File: src/rtl/lcd_capture.sv
// lcd_capture: passive HD44780 bus snooper that keeps a 2xCOLS character image.
// Define LCD_CAPTURE_TIMING_CHECK_EN to enable the E high-width check.
module lcd_capture #(
    parameter int COLS       = 16,
    parameter int MIN_E_HIGH = 4
) (
    input  logic       CLK,
    input  logic       RST,
    input  logic       LCD_E,
    input  logic       LCD_RS,
    input  logic       LCD_RW,
    input  logic [7:0] LCD_DATA,
    input  logic [4:0] rd_addr,
    output logic [7:0] rd_data,
    output logic       char_strobe,
    output logic       cmd_strobe,
    output logic [6:0] ddram_addr,
    output logic       disp_on,
    output logic       busy,
    output logic       overrun,
    output logic       rw_err,
    output logic       timing_err
);

    typedef enum logic {IDLE, CLEAR} state_t;

    localparam logic [6:0] L1_END = 7'(COLS);
    localparam logic [6:0] L2_BEG = 7'h40;
    localparam logic [6:0] L2_END = 7'(64 + COLS);

    if (COLS < 1 || COLS > 16) begin : g_bad_cols
        $error("lcd_capture: COLS must be 1..16");
    end
    if (MIN_E_HIGH < 1) begin : g_bad_min
        $error("lcd_capture: MIN_E_HIGH must be >= 1");
    end

    // {E, RS, RW, DATA}
    logic [10:0] sync1_q, sync1_d, sync2_q, sync2_d;
    logic        e_dly_q, e_dly_d;
    logic        fall_q, fall_d;
    logic        ev_rs_q, ev_rs_d;
    logic        ev_rw_q, ev_rw_d;
    logic [7:0]  ev_data_q, ev_data_d;

    state_t      state_q, state_d;
    logic [4:0]  clr_idx_q, clr_idx_d;
    logic [6:0]  cursor_q, cursor_d;
    logic        id_q, id_d;
    logic        disp_on_q, disp_on_d;
    logic        overrun_q, overrun_d;
    logic        rw_err_q, rw_err_d;
    logic        char_q, char_d;
    logic        cmd_q, cmd_d;
    logic [7:0]  rd_data_q, rd_data_d;

    logic        wr_en;
    logic [4:0]  wr_idx;
    logic [7:0]  wr_val;
    logic [7:0]  buf_q [32];

    function automatic logic [6:0] step_addr(input logic [6:0] a,
                                             input logic inc);
        logic [6:0] r;
        if (inc) begin
            if (a == 7'h27)      r = 7'h40;
            else if (a == 7'h67) r = 7'h00;
            else                 r = a + 7'd1;
        end else begin
            if (a == 7'h00)      r = 7'h67;
            else if (a == 7'h40) r = 7'h27;
            else                 r = a - 7'd1;
        end
        return r;
    endfunction

    function automatic logic visible(input logic [6:0] a);
        return (a < L1_END) || (a >= L2_BEG && a < L2_END);
    endfunction

    // Line 2 (0x40..) maps to buffer index 16.., i.e. addr - 0x30.
    function automatic logic [4:0] buf_index(input logic [6:0] a);
        return (a < L1_END) ? 5'(a) : 5'(a - 7'h30);
    endfunction

    always_comb begin
        sync1_d   = {LCD_E, LCD_RS, LCD_RW, LCD_DATA};
        sync2_d   = sync1_q;
        e_dly_d   = sync2_q[10];
        fall_d    = e_dly_q & ~sync2_q[10];
        ev_rs_d   = sync2_q[9];
        ev_rw_d   = sync2_q[8];
        ev_data_d = sync2_q[7:0];
        rd_data_d = buf_q[rd_addr];
    end

    always_comb begin
        state_d   = state_q;
        clr_idx_d = clr_idx_q;
        cursor_d  = cursor_q;
        id_d      = id_q;
        disp_on_d = disp_on_q;
        overrun_d = overrun_q;
        rw_err_d  = rw_err_q;
        char_d    = 1'b0;
        cmd_d     = 1'b0;
        wr_en     = 1'b0;
        wr_idx    = 5'd0;
        wr_val    = 8'h20;
        unique case (state_q)
            IDLE: begin
                if (fall_q) begin
                    if (ev_rw_q) begin
                        rw_err_d = 1'b1;
                    end else if (ev_rs_q) begin
                        char_d   = 1'b1;
                        wr_en    = visible(cursor_q);
                        wr_idx   = buf_index(cursor_q);
                        wr_val   = ev_data_q;
                        cursor_d = step_addr(cursor_q, id_q);
                    end else begin
                        cmd_d = 1'b1;
                        if (ev_data_q[7]) begin
                            cursor_d = ev_data_q[6:0];
                        end else if (ev_data_q[6] | ev_data_q[5]) begin
                            cursor_d = cursor_q;
                        end else if (ev_data_q[4]) begin
                            if (!ev_data_q[3])
                                cursor_d = step_addr(cursor_q, ev_data_q[2]);
                        end else if (ev_data_q[3]) begin
                            disp_on_d = ev_data_q[2];
                        end else if (ev_data_q[2]) begin
                            id_d = ev_data_q[1];
                        end else if (ev_data_q[1]) begin
                            cursor_d = 7'h00;
                        end else if (ev_data_q[0]) begin
                            cursor_d  = 7'h00;
                            id_d      = 1'b1;
                            clr_idx_d = 5'd0;
                            state_d   = CLEAR;
                        end
                    end
                end
            end
            CLEAR: begin
                wr_en     = 1'b1;
                wr_idx    = clr_idx_q;
                clr_idx_d = clr_idx_q + 5'd1;
                if (fall_q)
                    overrun_d = 1'b1;
                if (clr_idx_q == 5'd31)
                    state_d = IDLE;
            end
        endcase
    end

    always_ff @(posedge CLK or posedge RST) begin
        if (RST) begin
            sync1_q   <= '0;
            sync2_q   <= '0;
            e_dly_q   <= 1'b0;
            fall_q    <= 1'b0;
            ev_rs_q   <= 1'b0;
            ev_rw_q   <= 1'b0;
            ev_data_q <= 8'h00;
            state_q   <= IDLE;
            clr_idx_q <= 5'd0;
            cursor_q  <= 7'h00;
            id_q      <= 1'b1;
            disp_on_q <= 1'b0;
            overrun_q <= 1'b0;
            rw_err_q  <= 1'b0;
            char_q    <= 1'b0;
            cmd_q     <= 1'b0;
            rd_data_q <= 8'h00;
        end else begin
            sync1_q   <= sync1_d;
            sync2_q   <= sync2_d;
            e_dly_q   <= e_dly_d;
            fall_q    <= fall_d;
            ev_rs_q   <= ev_rs_d;
            ev_rw_q   <= ev_rw_d;
            ev_data_q <= ev_data_d;
            state_q   <= state_d;
            clr_idx_q <= clr_idx_d;
            cursor_q  <= cursor_d;
            id_q      <= id_d;
            disp_on_q <= disp_on_d;
            overrun_q <= overrun_d;
            rw_err_q  <= rw_err_d;
            char_q    <= char_d;
            cmd_q     <= cmd_d;
            rd_data_q <= rd_data_d;
        end
    end

    always_ff @(posedge CLK or posedge RST) begin
        if (RST) begin
            for (int i = 0; i < 32; i++)
                buf_q[i] <= 8'h20;
        end else if (wr_en) begin
            buf_q[wr_idx] <= wr_val;
        end
    end

`ifdef LCD_CAPTURE_TIMING_CHECK_EN
    localparam int CW = $clog2(MIN_E_HIGH + 1);
    localparam logic [CW-1:0] CNT_MAX = CW'(MIN_E_HIGH);

    logic [CW-1:0] ehi_cnt_q, ehi_cnt_d;
    logic          terr_q, terr_d;

    always_comb begin
        ehi_cnt_d = ehi_cnt_q;
        if (!sync2_q[10])
            ehi_cnt_d = '0;
        else if (ehi_cnt_q < CNT_MAX)
            ehi_cnt_d = ehi_cnt_q + CW'(1);
        terr_d = terr_q | (fall_d & (ehi_cnt_q < CNT_MAX));
    end

    always_ff @(posedge CLK or posedge RST) begin
        if (RST) begin
            ehi_cnt_q <= '0;
            terr_q    <= 1'b0;
        end else begin
            ehi_cnt_q <= ehi_cnt_d;
            terr_q    <= terr_d;
        end
    end

    assign timing_err = terr_q;
`else
    assign timing_err = 1'b0;
`endif

    assign rd_data     = rd_data_q;
    assign char_strobe = char_q;
    assign cmd_strobe  = cmd_q;
    assign ddram_addr  = cursor_q;
    assign disp_on     = disp_on_q;
    assign busy        = (state_q == CLEAR);
    assign overrun     = overrun_q;
    assign rw_err      = rw_err_q;

endmodule
File: config.mk
export PLATFORM = sky130hd
export DESIGN_NAME = lcd_capture
export DESIGN_NICKNAME = d
export VERILOG_FILES = /design/src/rtl/lcd_capture.sv
export SDC_FILE = /design/constraint.sdc
export NUM_CORES = 1
export LEC_CHECK = 0
export ABC_CLOCK_PERIOD_IN_PS = 9900
export BUFFER_PORTS_ARGS = -buffer_cell sky130_fd_sc_hd__clkbuf_2
export CAP_MARGIN = 0
export CORE_MARGIN = 4
export CORE_UTILIZATION = 40
export CTS_CLUSTER_DIAMETER = 120
export DETAILED_ROUTE_END_ITERATION = 7
export PLACE_DENSITY = 0.69
export SYNTH_ARGS = -nofsm -noshare
export SYNTH_HDL_FRONTEND = slang
export SYNTH_SLANG_ARGS = --single-unit
File: constraint.sdc
create_clock -name CLK -period 9.9 [get_ports CLK]
set_input_delay 0.99 -clock CLK [delete_from_list [all_inputs] [get_ports CLK]]
set_output_delay 0.99 -clock CLK [all_outputs]
set_load 0.05 [all_outputs]
==> flow_summary_export.csv, run 1 <==
group,metric,value,unit
worst_setup_path,required,10.29,ns
yosys,synth.area.top_cells,"dfrtp_1 50%, mux2_2 20%, mux4_2 13%",
grt,grt_pass1_vias,8269,
timing,slew_violations,0,
yosys,synth_top_cell_by_area,"dfrtp_1",
layout,syn_to_final_growth,11.8,%
layout,finish.net_count,954,
clock_tree,numClockSinks,317,
detailed_routing,wirelength,31.5,mm
yosys,synth-seq-cells,317,
yosys,synthArstFlopShare,100,%
yosys,netlist_area,14300,um2
worst_hold_path,min_to,"sync2_q[3]$_DFF_PP0_",
worst_setup_path,r2r-start,"ev_rs_q$_DFF_PP0_",
grt,overflow,0,
place,pre_cts_ws,6.10,ns
place,port_buffers,38,
worst_setup_path,cp_cell_sequence,"nand3b_2 > o31a_1 > nor3b_2 > nand2_1 > mux2_2",
layout,insertedDiodeCount,0,
yosys,yosysTopAreaCellShare,49.7,%
clock_tree,cts_root_buf,"clkbuf_16",
floorplan,row_count,69,
worst_setup_path,reg2reg_depth,5,
place,hpwl,19.7,mm
timing,setup_viol,0,
worst_setup_path,path_delay_family,"simple AND/OR/NAND/NOR gates",
yosys,ys_warn_count,0,
worst_setup_path,cp_slowest_cell,"nor3b_2",
worst_hold_path,holdPathStages,0,
detailed_routing,drc,0,
run,cap_violations,0,
worst_setup_path,critPathBufInv,0,
yosys,synth_cells,913,
place,gp_congestion,0.822,
worst_setup_path,worst_ep_arrival_time,3.64,ns
clock_tree,clk_path_buf_depth,3,
floorplan,die_h,197,um
grt,antenna_found_initial,0,
detailed_routing,num_vias,7968,
clock_tree,path_clk_slew,0.06,ns
worst_setup_path,startpoint_type,"register",
clock_tree,htree_levels,2,
grt,grtUsageTotal,16.5,%
power_and_ir_drop,peakVddDrop,0.000106,V
grt,grt_pass1_wl,50.2,mm
worst_setup_path,rrSetupSlack,6.66,ns
worst_setup_path,cp_max_fo,16,
clock_tree,numCtsBuffers,35,
clock_tree,post-cts-setup-buffers,0,
grt,grt_max_degree,86,
floorplan,fp.dieArea,38900,um2
power_and_ir_drop,p_per_area,176,nW/um2
timing,max_freq,0.308,GHz
power_and_ir_drop,p_leak,7.51,nW
floorplan,start_util,40.4,%
detailed_routing,viasPerCell,5.61,
yosys,synth_fp_nets,935,
clock_tree,cts_tree,"built",
worst_setup_path,rr_endpoint,"buf_q[239]$_DFFE_PP0P_",
yosys,synthDistinctLibCells,59,
timing,worstMarginPinSlew,1.25,ns
layout,drive_gt1_share,52.7,%
timing,post-route-min-period,3.24,ns
floorplan,die_w,197,um
detailed_routing,drtAntennaViolNets,0,
yosys,postSynthAreaPerCell,15.7,um2
clock_tree,cts_resized,0,
clock_tree,clk_latency,0.52,ns
outcome,status,"finished clean",
yosys,ys_seq_area_share,55.7,%
timing,hold_viol,0,
timing,slew_headroom,16.6,%
detailed_routing,routedWlPerCell,22.2,um
floorplan,io_pins,40,
yosys,ys.flop_type,"dfrtp_1",
layout,final_core_util,45.2,%
worst_setup_path,critical_path.max_stage_delay,0.73,ns
timing,finalCritPeriodShare,32.7,%
detailed_routing,drt-initial-drc-count,459,
timing,setup_tns,0,ns
yosys,synth_edf_count,0,
worst_hold_path,hold_class,"reg2reg",
clock_tree,cts-hold-fix-buffers,0,
worst_hold_path,min_from,"sync1_q[3]$_DFF_PP0_",
worst_setup_path,crit_path_end_kind,"register",
worst_setup_path,path_class,"reg2reg",
timing,fin_worst_skew,0.0113,ns
floorplan,core_area,35400,um2
timing,fin_ws,6.66,ns
timing,rsz0062_at_grt,"no",
detailed_routing,firstDrtPassIters,6,
metrics by stage:
step / instances / cell area, um2 / hold slack [ns] / power [mW]
floorplan: 913 / 14300 / 0.331 / 1.53
CTS: 1420 / 16000 / 0.347 / 2.85
global placement: 1356 / 14900 / 0.333 / 1.58
finish: 1420 / 16000 / 0.343 / 2.81
detailed placement: 1356 / 14900 / 0.335 / 1.58
global route: 1420 / 16000 / 0.348 / 2.92
report_power, final:
group | switching [mW] | internal (mW) | total, mW
clock network | 0.512 | 0.738 | 1.25
logic | 0.135 | 0.0634 | 0.198
registers | 0.0403 | 1.32 | 1.36
layout make-up:
class | instances | area [um2]
Inverter | 9 | 41.3
Clock inverter | 10 | 63.8
Sequential cell | 317 | 7970
Fill cell | 3044 | 19400
Multi-Input combinational cell | 523 | 6040
Timing Repair Buffer | 46 | 253
Clock buffer | 54 | 1060
Tap cell | 461 | 577
routing by layer:
layer | wire length, um | vias up | GRT usage [%] | share of wire (%)
met2 | 14800 | 175 | 25.5 | 47
met4 | 625 | 0 | 4.13 | 2.0
met5 | 0 | - | 0 | 0
li1 | - | 3452 | - | -
met3 | 1250 | 55 | 2.54 | 4.0
met1 | 14900 | 4286 | 24.8 | 47
registers in the layout (all words and copies together) (netlist names):
signal / flops
buf_q: 256
ddram_addr: 7
ev_data_q: 8
clr_idx_q: 5
e_dly_q: 1
id_q: 1
cmd_strobe: 1
char_strobe: 1
sync1_q: 11
rw_err: 1
busy: 1
fall_q: 1
sync2_q: 11
ev_rs_q: 1
rd_data: 8
ev_rw_q: 1
overrun: 1
disp_on: 1
synthesized netlist by cell type (3+ instances only):
library cell / instances
buf_2: 13
nand2_1: 15
ha_1: 4
nand2b_1: 8
dfstp_2: 33
buf_4: 5
and2_1: 9
o31a_1: 3
dfrtp_1: 284
nor4_1: 4
o21ai_0: 6
o22ai_1: 3
nor3_2: 3
nor2_1: 12
nand3_1: 5
a22o_1: 3
inv_1: 9
mux2_2: 248
buf_1: 3
nor3_1: 7
and3_1: 3
a21oi_1: 11
nand2_2: 25
nor2b_1: 4
o31ai_1: 4
xnor2_1: 3
mux4_2: 80
mux2_1: 18
nor3_4: 5
a31oi_1: 3
clkbuf_1: 42
a32oi_1: 3
cells by family after synthesis:
logic type	Yosys count	share of synthesized area [%]
adders and majority gates	4	0.350
DFF	317	55.7
and+or+nand+nor	108	4.68
other	1	0.0262
xor gates and xnor gates	5	0.306
muxes	347	33.6
buffers and inverters	73	2.21
AOI/OAI and AO/OA	58	3.14
layout by cell type, fill, tap and decap left out, types with 4 or more instances in the layout:
master,count
o21ai_0,6
and2_1,9
mux2_1,18
nor3_4,5
nand2_2,25
nor3_1,5
clkinv_2,6
a21oi_1,11
clkbuf_16,35
o31ai_1,4
clkbuf_1,8
dfstp_2,33
nor2_1,12
buf_4,9
clkbuf_2,36
nand2_1,15
mux2_2,248
nand2b_1,8
clkbuf_8,11
ha_1,4
dfrtp_1,284
mux4_2,80
nor4_1,4
nand3_1,5
nor2b_1,4
nor3_2,5
inv_1,8
worst max-delay path by stage:
stage | slack, ns | from | cells after the start | endpoint
after floorplan | 0.19 | RST | 1 | buf_q[0]$_DFFE_PP0P_
after global placement | 6.13 | rd_addr[0] | 5 | rd_data[5]$_DFF_PP0_
after detailed placement | 6.10 | rd_addr[0] | 5 | rd_data[5]$_DFF_PP0_
after CTS | 6.62 | rd_addr[0] | 5 | rd_data[5]$_DFF_PP0_
after global routing | 6.47 | ev_rs_q$_DFF_PP0_ | 5 | buf_q[239]$_DFFE_PP0P_
final | 6.66 | ev_rs_q$_DFF_PP0_ | 5 | buf_q[239]$_DFFE_PP0P_
No activity file was read; power rests on OpenSTA's default activity.
==> run 2: changes to the inputs <==
Settings changed: ABC_CLOCK_PERIOD_IN_PS 9900 to 2750.
Clock period 9.9 ns to 2.75 ns, I/O delays scaled along.
==> flow_summary_export.csv, run 2 (synthesis gave the netlist of run 1 again) <==
group,metric,value,unit
run,cap_violations,0,
clock_tree,numCtsBuffers,36,
grt,grtUsageMet3,2.90,%
floorplan,die_h,197,um
worst_setup_path,reg2reg_depth,6,
timing,worstMarginPinSlew,0.678,ns
layout,drive_gt1_share,53.2,%
timing,slew_violations,0,
worst_setup_path,r2r-start,"ev_rw_q$_DFF_PP0_",
worst_hold_path,min_from,"rd_addr[2]",
worst_hold_path,min_to,"rd_data[0]$_DFF_PP0_",
clock_tree,post-cts-setup-buffers,0,
layout,final_cells,1461,
floorplan,start_util,40.4,%
worst_setup_path,critPathBufInv,1,
worst_setup_path,cp_slowest_cell,"nor3_2",
worst_setup_path,required,3.13,ns
power_and_ir_drop,p_per_area,623,nW/um2
worst_setup_path,rr_endpoint,"buf_q[145]$_DFFE_PP0P_",
timing,whs,0.275,ns
detailed_routing,drtAntennaViolNets,0,
detailed_routing,drc,0,
grt,grt_pass1_vias,8412,
worst_setup_path,path_class,"reg2reg",
place,port_buffers,38,
worst_setup_path,crit_path_end_kind,"register",
grt,grt_max_degree,86,
worst_setup_path,startpoint_type,"register",
detailed_routing,firstDrtPassIters,4,
timing,max_freq,0.391,GHz
floorplan,fp.dieArea,38900,um2
timing,rsz0062_at_grt,"no",
detailed_routing,routedWlPerCell,21.8,um
clock_tree,clk_path_buf_depth,3,
worst_setup_path,critical_path.max_stage_delay,0.53,ns
worst_setup_path,path_delay_family,"simple AND/OR/NAND/NOR gates",
timing,slew_headroom,54.8,%
timing,finalCritPeriodShare,93.1,%
layout,finish.net_count,996,
floorplan,core_area,35400,um2
clock_tree,numClockSinks,317,
floorplan,row_count,69,
layout,mostFrequentLayoutCells,"284 x dfrtp_1, 248 x mux2_2, 80 x mux4_2, 37 x clkbuf_16, 36 x clkbuf_2",
grt,use_met1,23.9,%
detailed_routing,drt-initial-drc-count,420,
layout,largestRegisters,"buf_q (256), sync1_q (11), sync2_q (11)",
layout,syn_to_final_growth,15.1,%
detailed_routing,wirelength,31.9,mm
worst_hold_path,holdPathStages,2,
clock_tree,path_clk_slew,0.06,ns
place,gp_congestion,0.797,
layout,largest-register,"buf_q",
grt,grt_pass1_wl,50.8,mm
layout,final_common_cell,"dfrtp_1",
worst_hold_path,hold_class,"in2reg",
worst_setup_path,rrSetupSlack,0.19,ns
worst_setup_path,cp_cell_sequence,"nand3b_2 > buf_4 > o21a_1 > nor3_2 > nand2_2 > mux2_2",
place,hpwl,20.8,mm
power_and_ir_drop,peakVddDrop,0.000353,V
place,placed_cells,1385,
timing,post-route-min-period,2.56,ns
clock_tree,htree_levels,2,
layout,largest_reg_flops,256,
grt,overflow,0,
worst_setup_path,worst_ep_arrival_time,2.94,ns
grt,grtUsageMet2,27.5,%
grt,grtUsageTotal,16.7,%
floorplan,die_w,197,um
detailed_routing,viasPerCell,5.47,
grt,busiest_layer,"met2",
layout,multiInputGateArea,6040,um2
timing,fin_worst_skew,0.0130,ns
outcome,status,"finished clean",
clock_tree,cts_root_buf,"clkbuf_16",
detailed_routing,num_vias,7997,
timing,hold_viol,0,
clock_tree,cts_tree,"built",
grt,antenna_found_initial,0,
timing,setup_viol,0,
layout,fillers,3030,
layout,insertedDiodeCount,0,
layout,regArea,7970,um2
floorplan,io_pins,40,
clock_tree,clk_latency,0.51,ns
power_and_ir_drop,p_leak,7.76,nW
worst_setup_path,cp_max_fo,9,
-- run 2: changes by cell type in the layout (fill, tap and decap cells not counted), moves of 3 or more --
cell | previous run | this run
buf_4 | 9 | 27
dlygate4sd3_1 | 0 | 12
buf_12 | 0 | 11
clkbuf_8 | 11 | 6
clkinv_2 | 6 | 10
inv_6 | 3 | 0
-- run 2: worst max path at each step --
stage,from,endpoint,slack (ns),cells after the start
3_3_place_gp,ev_rw_q$_DFF_PP0_,buf_q[88]$_DFFE_PP0P_,0.27,6
4_1_cts,ev_rw_q$_DFF_PP0_,buf_q[91]$_DFFE_PP0P_,0.22,6
3_5_place_dp,ev_rw_q$_DFF_PP0_,buf_q[91]$_DFFE_PP0P_,0.23,6
2_1_floorplan,RST,buf_q[0]$_DFFE_PP0P_,-1.72,1
5_1_grt,ev_rw_q$_DFF_PP0_,buf_q[140]$_DFFE_PP0P_,0.05,6
6_report,ev_rw_q$_DFF_PP0_,buf_q[145]$_DFFE_PP0P_,0.19,6
-- run 2: through the flow --
stage	total power, mW	worst slack (ns)	setup TNS (ns)	area [um2]	utilization (%)
after global routing	10.7	0.0493	0	16500	46.6
after global placement	5.77	0.274	0	15200	43.0
after floorplan	5.52	-1.72	-508.79	14300	-
final	10.3	0.189	0	16500	46.6
after CTS	10.4	0.216	0	16500	46.6
after detailed placement	5.78	0.226	0	15200	43.0
-- run 2: what timing repair did --
| action | CTS | global route |
|---|---|---|
| gates resized for setup | 0 | 0 |
| hold buffers | 12 | 0 |
| endpoints found under the setup margin | 0 | 0 |
| endpoints found under the hold margin | 23 | 0 |
-- run 2: layout make-up --
type / instances / area share (%)
Inverter: 9 / 0.228
Multi-Input combinational cell: 523 / 36.6
Clock inverter: 11 / 0.486
Sequential cell: 317 / 48.4
Timing Repair Buffer: 87 / 4.42
Tap cell: 461 / 3.50
Clock buffer: 53 / 6.35
-- run 2: routing by layer --
metal  part of all wire (%)  vias up
met2                     49      139
met3                    3.9       34
met5                      0        -
met1                     46     4296
met4                    1.4        0
li1                       -     3528
-- run 2: power breakdown --
group / internal, mW / switching, mW
logic: 0.295 / 0.558
registers: 4.76 / 0.0978
clock network: 2.73 / 1.83
